## src/rtl/ram_dual_port_pipe_pkg.sv

```systemverilog
// ==============================================================
// ram_pkg : shared constants and helpers for ram_dual_port_pipe
// Rev 1.0
// ==============================================================
`default_nettype none

package ram_pkg;

  localparam int RD_LAT_MIN       = 1;
  localparam int RD_LAT_MAX       = 2;
  localparam int MODE_READ_FIRST  = 0;
  localparam int MODE_WRITE_FIRST = 1;

  function automatic int bytes_of(input int data_w);
    return data_w / 8;
  endfunction

endpackage

`default_nettype wire

```

## src/rtl/ram_dual_port_pipe_if.sv

```systemverilog
// ==============================================================
// ram_dual_port_pipe_if : write/read bus of the dual-port RAM
// Rev 1.0
// ==============================================================
`default_nettype none

interface ram_dual_port_pipe_if #(
  parameter int DATA_W = 8,
  parameter int ADDR_W = 4
);

  logic                  we;
  logic [ADDR_W-1:0]     waddr;
  logic [DATA_W/8-1:0]   wbe;
  logic [DATA_W-1:0]     data_in;
  logic                  re;
  logic [ADDR_W-1:0]     raddr;
  logic [DATA_W-1:0]     data_out;
  logic                  rd_valid;
  logic                  addr_err;

  modport master (
    output we, waddr, wbe, data_in, re, raddr,
    input  data_out, rd_valid, addr_err
  );

  modport slave (
    input  we, waddr, wbe, data_in, re, raddr,
    output data_out, rd_valid, addr_err
  );

endinterface

`default_nettype wire

```

## src/rtl/ram_dual_port_pipe_rd_pipe.sv

```systemverilog
// ==============================================================
// ram_rd_pipe : read-result output stage, one or two registers deep
// Rev 1.0
// ==============================================================
`default_nettype none

module ram_rd_pipe #(
  parameter int DATA_W = 8,
  parameter int RD_LAT = 1
) (
  input  logic              clk,
  input  logic              rst,
  input  logic              i_valid,
  input  logic [DATA_W-1:0] i_data,
  output logic              o_valid,
  output logic [DATA_W-1:0] o_data
);

  logic              r_s1_valid;
  logic [DATA_W-1:0] r_s1_data;

  // Data only moves with a valid result so the output holds between reads.
  always_ff @(posedge clk or negedge rst) begin
    if (!rst) begin
      r_s1_valid <= 1'b0;
      r_s1_data  <= '0;
    end else begin
      r_s1_valid <= i_valid;
      if (i_valid) begin
        r_s1_data <= i_data;
      end
    end
  end

  generate
    if (RD_LAT == 2) begin : g_lat2
      logic              r_s2_valid;
      logic [DATA_W-1:0] r_s2_data;

      always_ff @(posedge clk or negedge rst) begin
        if (!rst) begin
          r_s2_valid <= 1'b0;
          r_s2_data  <= '0;
        end else begin
          r_s2_valid <= r_s1_valid;
          if (r_s1_valid) begin
            r_s2_data <= r_s1_data;
          end
        end
      end

      assign o_valid = r_s2_valid;
      assign o_data  = r_s2_data;
    end else begin : g_lat1
      assign o_valid = r_s1_valid;
      assign o_data  = r_s1_data;
    end
  endgenerate

endmodule

`default_nettype wire

```

## src/rtl/ram_dual_port_pipe.sv

```systemverilog
// ==============================================================
// ram_dual_port_pipe : parametrised simple-dual-port synchronous RAM
// Rev 1.0
// ==============================================================
`default_nettype none

module ram_dual_port_pipe
  import ram_pkg::*;
#(
  parameter int DATA_W      = 8,
  parameter int ADDR_W      = 4,
  parameter int DEPTH       = 16,
  parameter int RD_LAT      = 1,
  parameter int WRITE_FIRST = 1
) (
  input  logic                 clk,
  input  logic                 rst,
  ram_dual_port_pipe_if.slave  bus
);

  localparam int              c_NBYTES = bytes_of(DATA_W);
  localparam logic [ADDR_W:0] c_DEPTH  = (ADDR_W + 1)'(DEPTH);

  generate
    if (RD_LAT < RD_LAT_MIN || RD_LAT > RD_LAT_MAX) begin : g_bad_rd_lat
      $fatal(1, "ram_dual_port_pipe: RD_LAT must be 1 or 2");
    end
    if (DATA_W < 8 || (DATA_W % 8) != 0) begin : g_bad_data_w
      $fatal(1, "ram_dual_port_pipe: DATA_W must be a non-zero multiple of 8");
    end
    if (DEPTH < 1 || DEPTH > (1 << ADDR_W)) begin : g_bad_depth
      $fatal(1, "ram_dual_port_pipe: DEPTH must be in 1..2**ADDR_W");
    end
    if (WRITE_FIRST != MODE_READ_FIRST && WRITE_FIRST != MODE_WRITE_FIRST) begin : g_bad_mode
      $fatal(1, "ram_dual_port_pipe: WRITE_FIRST must be 0 or 1");
    end
  endgenerate

  logic [DATA_W-1:0] r_mem [DEPTH];
  logic              r_addr_err;

  logic              w_wr_in_range;
  logic              w_rd_in_range;
  logic              w_wr_ok;
  logic              w_rd_ok;
  logic              w_collide;
  logic [DATA_W-1:0] w_wr_word;
  logic [DATA_W-1:0] w_rd_word;
  logic              w_pipe_valid;
  logic [DATA_W-1:0] w_pipe_data;

  assign w_wr_in_range = ({1'b0, bus.waddr} < c_DEPTH);
  assign w_rd_in_range = ({1'b0, bus.raddr} < c_DEPTH);
  assign w_wr_ok       = bus.we && w_wr_in_range;
  assign w_rd_ok       = bus.re && w_rd_in_range;
  assign w_collide     = w_wr_ok && (bus.waddr == bus.raddr);

  // Word as it will look after this edge's write: enabled bytes replaced.
  always_comb begin
    w_wr_word = r_mem[bus.waddr];
    for (int k = 0; k < c_NBYTES; k++) begin
      if (bus.wbe[k]) begin
        w_wr_word[8*k +: 8] = bus.data_in[8*k +: 8];
      end
    end
  end

  always_ff @(posedge clk or negedge rst) begin
    if (!rst) begin
      for (int i = 0; i < DEPTH; i++) begin
        r_mem[i] <= '0;
      end
    end else if (w_wr_ok) begin
      r_mem[bus.waddr] <= w_wr_word;
    end
  end

  // Out-of-range reads still complete, carrying zero.
  always_comb begin
    w_rd_word = '0;
    if (w_rd_ok) begin
      if (WRITE_FIRST == MODE_WRITE_FIRST && w_collide) begin
        w_rd_word = w_wr_word;
      end else begin
        w_rd_word = r_mem[bus.raddr];
      end
    end
  end

  always_ff @(posedge clk or negedge rst) begin
    if (!rst) begin
      r_addr_err <= 1'b0;
    end else begin
      r_addr_err <= (bus.we && !w_wr_in_range) || (bus.re && !w_rd_in_range);
    end
  end

  ram_rd_pipe #(
    .DATA_W (DATA_W),
    .RD_LAT (RD_LAT)
  ) u_rd_pipe (
    .clk     (clk),
    .rst     (rst),
    .i_valid (bus.re),
    .i_data  (w_rd_word),
    .o_valid (w_pipe_valid),
    .o_data  (w_pipe_data)
  );

  assign bus.data_out = w_pipe_data;
  assign bus.rd_valid = w_pipe_valid;
  assign bus.addr_err = r_addr_err;

endmodule

`default_nettype wire
```

## src/flat_wrapper.sv

```systemverilog
// flat-port wrapper written by rule: the top's interface ports become plain ports
module ram_dual_port_pipe_flat import ram_pkg::*;
#(
  parameter int DATA_W      = 8,
  parameter int ADDR_W      = 4,
  parameter int DEPTH       = 16,
  parameter int RD_LAT      = 1,
  parameter int WRITE_FIRST = 1
)
  (clk, rst, bus_we, bus_waddr, bus_wbe, bus_data_in, bus_re, bus_raddr, bus_data_out, bus_rd_valid, bus_addr_err);
  ram_dual_port_pipe_if #(.DATA_W(DATA_W), .ADDR_W(ADDR_W)) bus_i ();
  input  logic clk;
  input  logic rst;
  input wire logic [$bits(bus_i.we)-1:0] bus_we;
  input wire logic [$bits(bus_i.waddr)-1:0] bus_waddr;
  input wire logic [$bits(bus_i.wbe)-1:0] bus_wbe;
  input wire logic [$bits(bus_i.data_in)-1:0] bus_data_in;
  input wire logic [$bits(bus_i.re)-1:0] bus_re;
  input wire logic [$bits(bus_i.raddr)-1:0] bus_raddr;
  output wire logic [$bits(bus_i.data_out)-1:0] bus_data_out;
  output wire logic [$bits(bus_i.rd_valid)-1:0] bus_rd_valid;
  output wire logic [$bits(bus_i.addr_err)-1:0] bus_addr_err;
  assign bus_i.we = bus_we;
  assign bus_i.waddr = bus_waddr;
  assign bus_i.wbe = bus_wbe;
  assign bus_i.data_in = bus_data_in;
  assign bus_i.re = bus_re;
  assign bus_i.raddr = bus_raddr;
  assign bus_data_out = bus_i.data_out;
  assign bus_rd_valid = bus_i.rd_valid;
  assign bus_addr_err = bus_i.addr_err;
  ram_dual_port_pipe #(.DATA_W(DATA_W), .ADDR_W(ADDR_W), .DEPTH(DEPTH), .RD_LAT(RD_LAT), .WRITE_FIRST(WRITE_FIRST)) u_core (.clk(clk), .rst(rst), .bus(bus_i));
endmodule
```

## config.mk

```make
export PLATFORM = sky130hd
export DESIGN_NAME = ram_dual_port_pipe_flat
export DESIGN_NICKNAME = d
export VERILOG_FILES = /design/src/rtl/ram_dual_port_pipe_pkg.sv /design/src/rtl/ram_dual_port_pipe_if.sv /design/src/rtl/ram_dual_port_pipe_rd_pipe.sv /design/src/rtl/ram_dual_port_pipe.sv /design/src/flat_wrapper.sv
export SDC_FILE = /design/constraint.sdc
export NUM_CORES = 1
export LEC_CHECK = 0
export ABC_AREA = 1
export BUFFER_PORTS_ARGS = -buffer_cell sky130_fd_sc_hd__buf_2
export CORE_MARGIN = 2
export CORE_UTILIZATION = 55
export CTS_CLUSTER_DIAMETER = 200
export DETAILED_ROUTE_END_ITERATION = 8
export PLACE_DENSITY = 0.72
export SETUP_SLACK_MARGIN = 0.05
export SYNTH_ARGS = -nofsm -noshare
export SYNTH_HDL_FRONTEND = slang
export SYNTH_SLANG_ARGS = --single-unit
```

## constraint.sdc

```tcl
create_clock -name clk -period 1.85 [get_ports clk]
set_input_delay 0.37 -clock clk [delete_from_list [all_inputs] [get_ports clk]]
set_output_delay 0.37 -clock clk [all_outputs]
set_load 0.03 [all_outputs]
```

Yosys cells after proc, flatten, opt, wreduce, memory -nomap -nowiden
Cells that the tools add are included.

$lt $le $gt $ge: 3. Equal/unequal tests: 1. Multiplexer cells: 11. Bitwise operators: 2. Reductions and logical operators: 2.

Operators by type and width (number): $bwmux W128 (1); $bmux W8 S4 (2); $mux W8 (7); $demux W8 S4 (1); $ge A5 B5 Y1 const B (2); $not A4 Y5 (2); $lt A5 B1 Y1 const B (1); $eq A4 B4 Y1 (1); $logic_and A1 B1 Y1 (2).

Register bits after elaboration: 137. Bits of input ports: 21. Word-level logic and storage cells: 37.

Longest topological paths before layout
Gate-level depths: netlist of run 1.

Depth in word-level cells: 6. Gate-level depth with buffers: 12. Gate-level depth less buffers: 11.

Hierarchy
A second synthesis of run 1 with hierarchy kept.

Cells, all modules: 1221. Area, all modules: 8157.8 um^2.

Modules (own cells, without submodules): ram_dual_port_pipe (times used 1, cells each 1186, area each 7827.5 um^2, seq. area each 3203.1 um^2); ram_rd_pipe (times used 1, cells each 35, area each 330.3 um^2, seq. area each 225.2 um^2).

Least setup slack after synthesis of run 1
OpenSTA, ideal clock, no wires.

Path kind: input to register. Start: input port bus_waddr[1]. End: register u_core.r_mem[82] (netlist name). Library setup time: 123 ps. Arrival time: 1401 ps. Data required time: 1727 ps. Slack: 326 ps. Stages: 7. Path buffers: 3. Path through: buf_4 buf_4 nor3_4 nand2_1 clkbuf_2 nand2_1 o21ai_2.

Word-level cells in the longest chain between the ends: 6.

Ends and longest elaborated chain: start, declared (line flat_wrapper.sv:15) `input wire logic [$bits(bus_i.waddr)-1:0] bus_waddr;`; $not A4 Y5 (implied by the code) * (line ram_dual_port_pipe.sv:60, ram_dual_port_pipe.sv:74); $ge A5 B5 Y1 (implied by the code), or another cell as far along (line ram_dual_port_pipe.sv:74) `r_mem[bus.waddr] <= w_wr_word;`; $logic_and A1 B1 Y1 (implied by the code) / $mux W8 (equally long branches) (line ram_dual_port_pipe.sv:74, ram_dual_port_pipe.sv:60); $mux W8, on equally long branches (line ram_dual_port_pipe.sv:74, ram_dual_port_pipe.sv:60); $demux W8 S4 / $mux W8 (equally long branches) (line ram_dual_port_pipe.sv:74, ram_dual_port_pipe.sv:62); $bwmux W128 * (line ram_dual_port_pipe.sv:74); end signal, assigned by index (line ram_dual_port_pipe.sv:74); end, declared (line ram_dual_port_pipe.sv:39) `logic [DATA_W-1:0] r_mem [DEPTH];`.

Mark *: on every way between the ends. The rest lies on a longest branch, timed or not. The select of a mux whose other input is x is not followed. A chain may end at the register's enable or synchronous reset.

Worst setup path in the final report of run 1
Start: register u_core.r_mem[15] (netlist name). End: register u_core.r_mem[39] (netlist name).

Word-level cells in the longest chain between the ends: 5.

Ends and longest elaborated chain: $bmux W8 S4 (line ram_dual_port_pipe.sv:60) `w_wr_word = r_mem[bus.waddr];`; $mux W8 (implied by the code) (2 in series) (line ram_dual_port_pipe.sv:60); $mux W8 (line ram_dual_port_pipe.sv:62) `if (bus.wbe[k]) begin`; $bwmux W128 (line ram_dual_port_pipe.sv:74).

Every way passes these cells. The select of a mux whose other input is x is not followed.

==> metrics, run 1 <==
outcome=finished, violations left; failing checks=design-rule violations; CP Class=register to register; Final TNS setup=0 ns; final setup margin=0.233 ns; sequential share of power=40.3%; internal power component=6880 µW; Syn Inst Count=1,239; Layout fillers=1,327; CP max stage delay=0.40 ns; HPWL after DPL=18.8 mm; Simple-Gate Fraction of Synth Area=36.7%; Final nets=1,335; CP dominant cell by count=nand2_1; max-slew violation count=0; Power Dens Cells=1060 nW/µm²; initial antenna violation count=0; share of the synthesized area in the top cell type=41.1%; switching power=3500 µW; chip width=127 µm; Post-Place Cell Area=9220 µm²; yosys warns=0; period utilisation layout=87.4%; Worst-path clk slew=0.06 ns; mapped cell area=8340 µm²; Worst Skew=0.0111 ns; Post-Synth Adder-Cell Area=0%; Yosys reg bits=137; Total GRT Usage=34.5%; Final Util=65.4%; TritonCTS clock tree=done; max_cap viols=0; Worst Path Buf+Inv=1; Skew-Pair Late Insertion Delay=0.44 ns; DR vias/cell=5.58; CP Max Fanout=5; die height=127 µm; xor-xnor portion of the synthesized cell area=0%; CTS Root Cell=clkbuf_16; area of the multi-input gates=4100 µm²; pin count of the biggest net entering global routing=45; Setup violations, final=0; I/O Buffers=29; critical path's slowest cell=dfrtp_1; Num CTS Buffers=17; mux cell area share after synthesis=0%; WL per Instance=17.6 µm; CP required=2.15 ns; Clock Sinks=137; Storage cell area=3430 µm²; Max Fclk=618 MHz; Mean Syn Cell Area=6.73 µm²; htree depth=4; Post-Layout Inst Area=9840 µm²; Synth-to-Final Area Change=17.9%; Detailed Route Iter0 Violations=1,174; detailed-route via count=8,457; row cnt=45; Compound-Gate Fraction of Synth Area=12.5%; Final Hold Viols=0; routed wire length=26.7 mm; grt ovf=0; Sw Ratio=33.7%; post-CTS setup buffer count=0; Arr. time, crit path=1.92 ns; Core ar.=15,000 µm²; Initial Util=55.5%; vias in the first global route=7,896; first-pass GRT wire length=42.9 mm; Cell Chain, Critical Path=nand2_1 > nand2_1 > nand2_1 > nand2_1 > nand2_1 > nand3_2 > o21bai_4 > buf_4 > o21ai_0; area leader, netlist=dfrtp_1; Synth cell types=26; Comb power frac=25.8%; die area=16,200 µm²; minimum clock period=1.62 ns; IO Count=31; Initial DRT Pass Iterations=9; ranking of synthesized cells by area=dfrtp_1, nand2_1, nand3_1, inv_1, o21ai_0; RSZ-0062 raised after global routing=no; Fin Hold WS=0.207 ns; Worst Hold Class=input port to register; Clock Tree Buf Depth=2; sequential-to-total area share from yosys stat=41.1%; DP Worst Slack=-0.116 ns; cts repair resizes=0; Routed Antenna Nets=0; syn_nets=1,260; cell family with the largest share of critical-path delay=simple AND/OR/NAND/NOR gates; # DRC=2; cell leakage power=0.00521 µW; Setup crit end kind=register; diode count=0; launching element type of the critical path=register; Clk network pwr share=33.9%; Max VDD drop=0.725 mV; final RePlAce weighted congestion=0.958; largest family of logic cells by synthesized area=simple AND/OR/NAND/NOR gates; fraction of layout cells with a size suffix above 1=15.7%
[registers in the layout, summed over array words and instances, names as in the netlist]
| name | cells |
|---|---|
| u_core.u_rd_pipe.o_valid | 1 |
| u_core.u_rd_pipe.o_data | 8 |
| u_core.r_mem | 128 |
[synth_stat cells (all sizes together)]
| library cell | count |
|---|---|
| nand2 | 625 |
| buf | 53 |
| o21ai | 153 |
| nor2 | 40 |
| clkbuf | 21 |
| conb | 1 |
| o22ai | 1 |
| a21oi | 1 |
| nand3b | 1 |
| inv | 95 |
| nor3 | 3 |
| nand3 | 98 |
| clkinv | 2 |
| dfrtp | 137 |
| o21bai | 8 |
[worst paths after layout]
check	from	to	slack (ns)	depth (start not counted)
worst max-delay path	u_core.r_mem[15]	u_core.r_mem[39]	0.23	9
worst min-delay path	bus_re	u_core.u_rd_pipe.o_valid	0.21	1
worst max register to register	u_core.r_mem[15]	u_core.r_mem[39]	0.23	9
worst min register to register	u_core.r_mem[123]	u_core.r_mem[123]	0.48	2
max in group asynchronous	rst	u_core.u_rd_pipe.o_data[6]	0.83	3
min in group asynchronous	rst	u_core.r_mem[57]	0.43	2
[logic make-up after synthesis]
kind of cell,Yosys count
DFF,137
and+or+nand+nor,767
other,1
AOI/OAI and AO/OA,163
buffers and inverters,171
[stage by stage]
step	power (µW)	cells
after global routing	11000	1515
after CTS	10400	1515
after detailed placement	6830	1482
after floorplan	5920	1239
after global placement	6750	1482
final	10400	1515
[power groups by stage]
stage	sequential (µW)	clock (µW)	combinational [µW]
floorplan	4110	0	1820
global placement	4190	0	2560
detailed placement	4190	0	2630
CTS	4160	3550	2650
global route	4250	3680	3040
finish	4180	3520	2680
[area by class of cell]
type | instances | area share [%]
clock buffer | 21 | 4.68
clock inverter | 11 | 1.49
inverter | 97 | 3.70
multi-input combinational | 931 | 41.7
sequential | 137 | 34.8
tap | 188 | 2.39
timing repair buffer | 130 | 11.2
[routing by layer]
layer / vias to the layer above / routed length (µm) / track usage [%]
met2: 510 / 12300 / 54.4
met5: - / 0 / 0
met1: 3888 / 11000 / 47.2
li1: 3997 / - / -
met4: 0 / 700 / 12.3
met3: 62 / 2710 / 7.75
[timing repair]
item	in CTS	in global routing
endpoints found under the hold margin	37	0
setup endpoints to repair	0	0
hold buffers	1	0
[cells in the final DEF (no fill, tap or decap)]
cell,Yosys,routed
clkbuf_16,0,17
buf_4,6,85
clkbuf_8,0,2
o22ai_1,1,1
o21ai_1,58,58
clkinv_2,0,3
nand3_1,96,96
dlygate4sd3_1,0,1
nor2_2,2,2
nand2_2,2,2
nand2_1,623,623
nor2_1,38,38
buf_2,26,28
clkinv_1,2,3
clkinv_4,0,3
nand3b_2,1,1
nor3_2,1,1
inv_1,93,92
a21oi_1,1,1
buf_12,0,15
inv_2,2,2
o21ai_0,65,65
bufinv_16,0,3
clkbuf_1,19,2
o21bai_4,8,8
dfrtp_1,137,137
conb_1,1,1
clkinvlp_4,0,2
buf_6,15,1
o21ai_2,30,30
nor3_4,2,2
nand3_2,2,2
Note: power is estimated with default switching activity, not from simulation.
==> run 2: changes to the inputs <==
Settings changed: SYNTH_HIERARCHICAL from default to 1.
==> run 2 against run 1 <==
Against the previous run:
- the run now ends clean
- utilization grew 2.2 points
- worst setup slack worse by 0.018 ns
- power up 2.0%
- clock skew shrank 0.00090 ns
- largest cell class unchanged
==> metrics, run 2 <==
Synth cell types=26; Yosys reg bits=137; Final Hold Viols=0; Total GRT Usage=34.1%; CP Max Fanout=9; most instantiated cells after synthesis=nand2_1, dfrtp_1, nand3_1; internal power component=7140 µW; Post-Layout Inst Area=9830 µm²; die area=15,800 µm²; R2R Setup Slk=0.24 ns; reg-to-reg endpoint=u_core/r_mem[38]; cell leakage power=0.00516 µW; Skew-Pair Late Insertion Delay=0.43 ns; Syn Inst Count=1,221; grt ovf=0; fraction of layout cells with a size suffix above 1=14.2%; Worst Skew=0.0102 ns; WL per Instance=17.6 µm; TritonCTS clock tree=done; CTS Root Cell=clkbuf_16; Synth-to-Final Area Change=20.5%; Synth async-reset ratio=100%; yosys warns=6; Comb power frac=24.9%; Setup crit end kind=register; Hold Path Depth=1; routed wire length=26.3 mm; max reg flops=128; DP Worst Slack=-0.162 ns; Detailed Route Iter0 Violations=1,071; die height=126 µm; ranking of synthesized cells by area=dfrtp_1, nand2_1, nand3_1, o21ai_1, o21ai_0; pin count of the biggest net entering global routing=44; CP required=2.14 ns; HPWL after DPL=18.5 mm; outcome=completed; Non-Filler Instances=1,497; Final nets=1,322; Final Util=67.6%; Sw Ratio=32.6%; hold wc startpoint=bus_re; Largest Register=u_core/r_mem; CP Class=input port to register; RSZ-0062 raised after global routing=no; Max VDD drop=0.892 mV; Routed Antenna Nets=0; cell count after placement=1,465; Clock Tree Buf Depth=2; minimum clock period=1.64 ns; max_cap viols=0; period utilisation layout=88.4%; row cnt=44; switching power=3450 µW; htree depth=4; chip width=126 µm; detailed-route via count=8,301; launching element type of the critical path=input port; final RePlAce weighted congestion=1.00; Clock Sinks=137; Main synth FF type=dfrtp_1; most common cell after layout, fill and taps aside=nand2_1; Worst Hold Class=input port to register; Num CTS Buffers=17; Max Fclk=612 MHz; diode count=0; post-CTS setup buffer count=0; syn_nets=1,242; area leader, netlist=dfrtp_1; Worst-path clk slew=0.06 ns; Post-Place Cell Area=9170 µm²; # DRC=0; share of the synthesized area in the top cell type=42.0%; Power Dens Cells=1080 nW/µm²; reg-to-reg critical path startpoint=u_core/r_mem[118]; Core ar.=14,500 µm²; first-pass GRT wire length=42.0 mm; Storage cell area=3430 µm²; R2R depth=9; commonest cells after routing, fill and taps aside=nand2_1, dfrtp_1, nand3_1; DR vias/cell=5.55; mapped cell area=8160 µm²; I/O Buffers=29; vias in the first global route=7,550; Arr. time, crit path=1.92 ns; final setup margin=0.215 ns; IO Count=31; area of the multi-input gates=3970 µm²; Initial Util=56.1%; Hold Path End=u_core/u_rd_pipe/o_valid; EDFF count, synth=0; Initial DRT Pass Iterations=6; Layout fillers=1,306; sequential-to-total area share from yosys stat=42.0%; Clk network pwr share=35.8%; most common cell in the synthesized netlist=nand2_1; initial antenna violation count=0; sequential share of power=39.3%; Mean Syn Cell Area=6.68 µm²; max-slew violation count=0; Setup violations, final=0
-- run 2: changes by cell type after synthesis, sizes merged, moves of 2 or more --
cell / delta
nor2: +12
inv: -7
nand2: -36
a21oi: +7
o21ai: +6
o211ai: +2
-- run 2: per-stage QoR --
stage                     TNS, ns  hold WS (ns)  power [µW]
after CTS                       0         0.213       10600
after detailed placement   -11.21         0.337        6760
after global placement      -9.52         0.337        6690
after floorplan                 0        0.0744        5790
final                           0         0.230       10600
after global routing            0         0.226       11200
-- run 2: worst max-delay path by stage --
stage	start	to	slack, ns	cells past startpoint
6_report	bus_waddr[0]	u_core/r_mem[36]	0.21	12
5_1_grt	bus_waddr[0]	u_core/r_mem[36]	0.11	12
4_1_cts	u_core/r_mem[118]	u_core/r_mem[38]	0.26	9
3_5_place_dp	bus_waddr[0]	u_core/r_mem[38]	-0.16	13
3_3_place_gp	bus_waddr[0]	u_core/r_mem[38]	-0.17	13
2_1_floorplan	bus_raddr[1]	u_core/u_rd_pipe/o_data[0]	0.23	11
-- run 2: cell type report --
type	instances	area share [%]
Clock buffer	20	4.65
Clock inverter	11	1.97
Inverter	89	3.40
Multi-Input combinational cell	921	40.4
Sequential cell	137	34.9
Tap cell	184	2.34
Timing Repair Buffer	135	12.3
-- run 2: layer usage --
layer / part of all wire, % / wire length, µm / global-route usage [%]
met5: 0 / 0 / 0
met4: 2.3 / 599 / 10.1
met3: 10 / 2640 / 7.82
met2: 45 / 11800 / 51.9
met1: 43 / 11300 / 49.2
-- run 2: worst max-delay path: stages --
cell	delay (ns)
buf_2	0.13
inv_2	0.08
buf_4	0.14
nand2_2	0.17
nor2_1	0.08
nor2_1	0.10
nand2_1	0.08
nand2_1	0.07
nand2_1	0.12
o21bai_4	0.25
buf_4	0.21
o21ai_0	0.11
-- run 2: logic make-up (layout without fill, tap and decap cells) --
group	count (synthesis)	in the layout	synth area share, %
simple gates	740	740	36.1
compound gates	179	179	12.4
other cells	1	1	0.0460
xor+xnor	1	1	0.107
flops	137	137	42.0
buf+inv	163	255	9.26
-- run 2: power by group through the flow --
stage	clock network (µW)	logic (µW)	registers, µW
2_1_floorplan	0	1710	4080
3_3_place_gp	0	2510	4170
5_1_grt	3960	2970	4240
6_report	3790	2630	4160
4_1_cts	3840	2600	4140
3_5_place_dp	0	2580	4180
-- run 2: repair_timing --
action / 4_1_cts / 5_1_grt
gates resized for setup: 0 / 0
hold buffers: 1 / 0
hold endpoints to repair: 38 / 0
setup endpoints to repair: 0 / 0
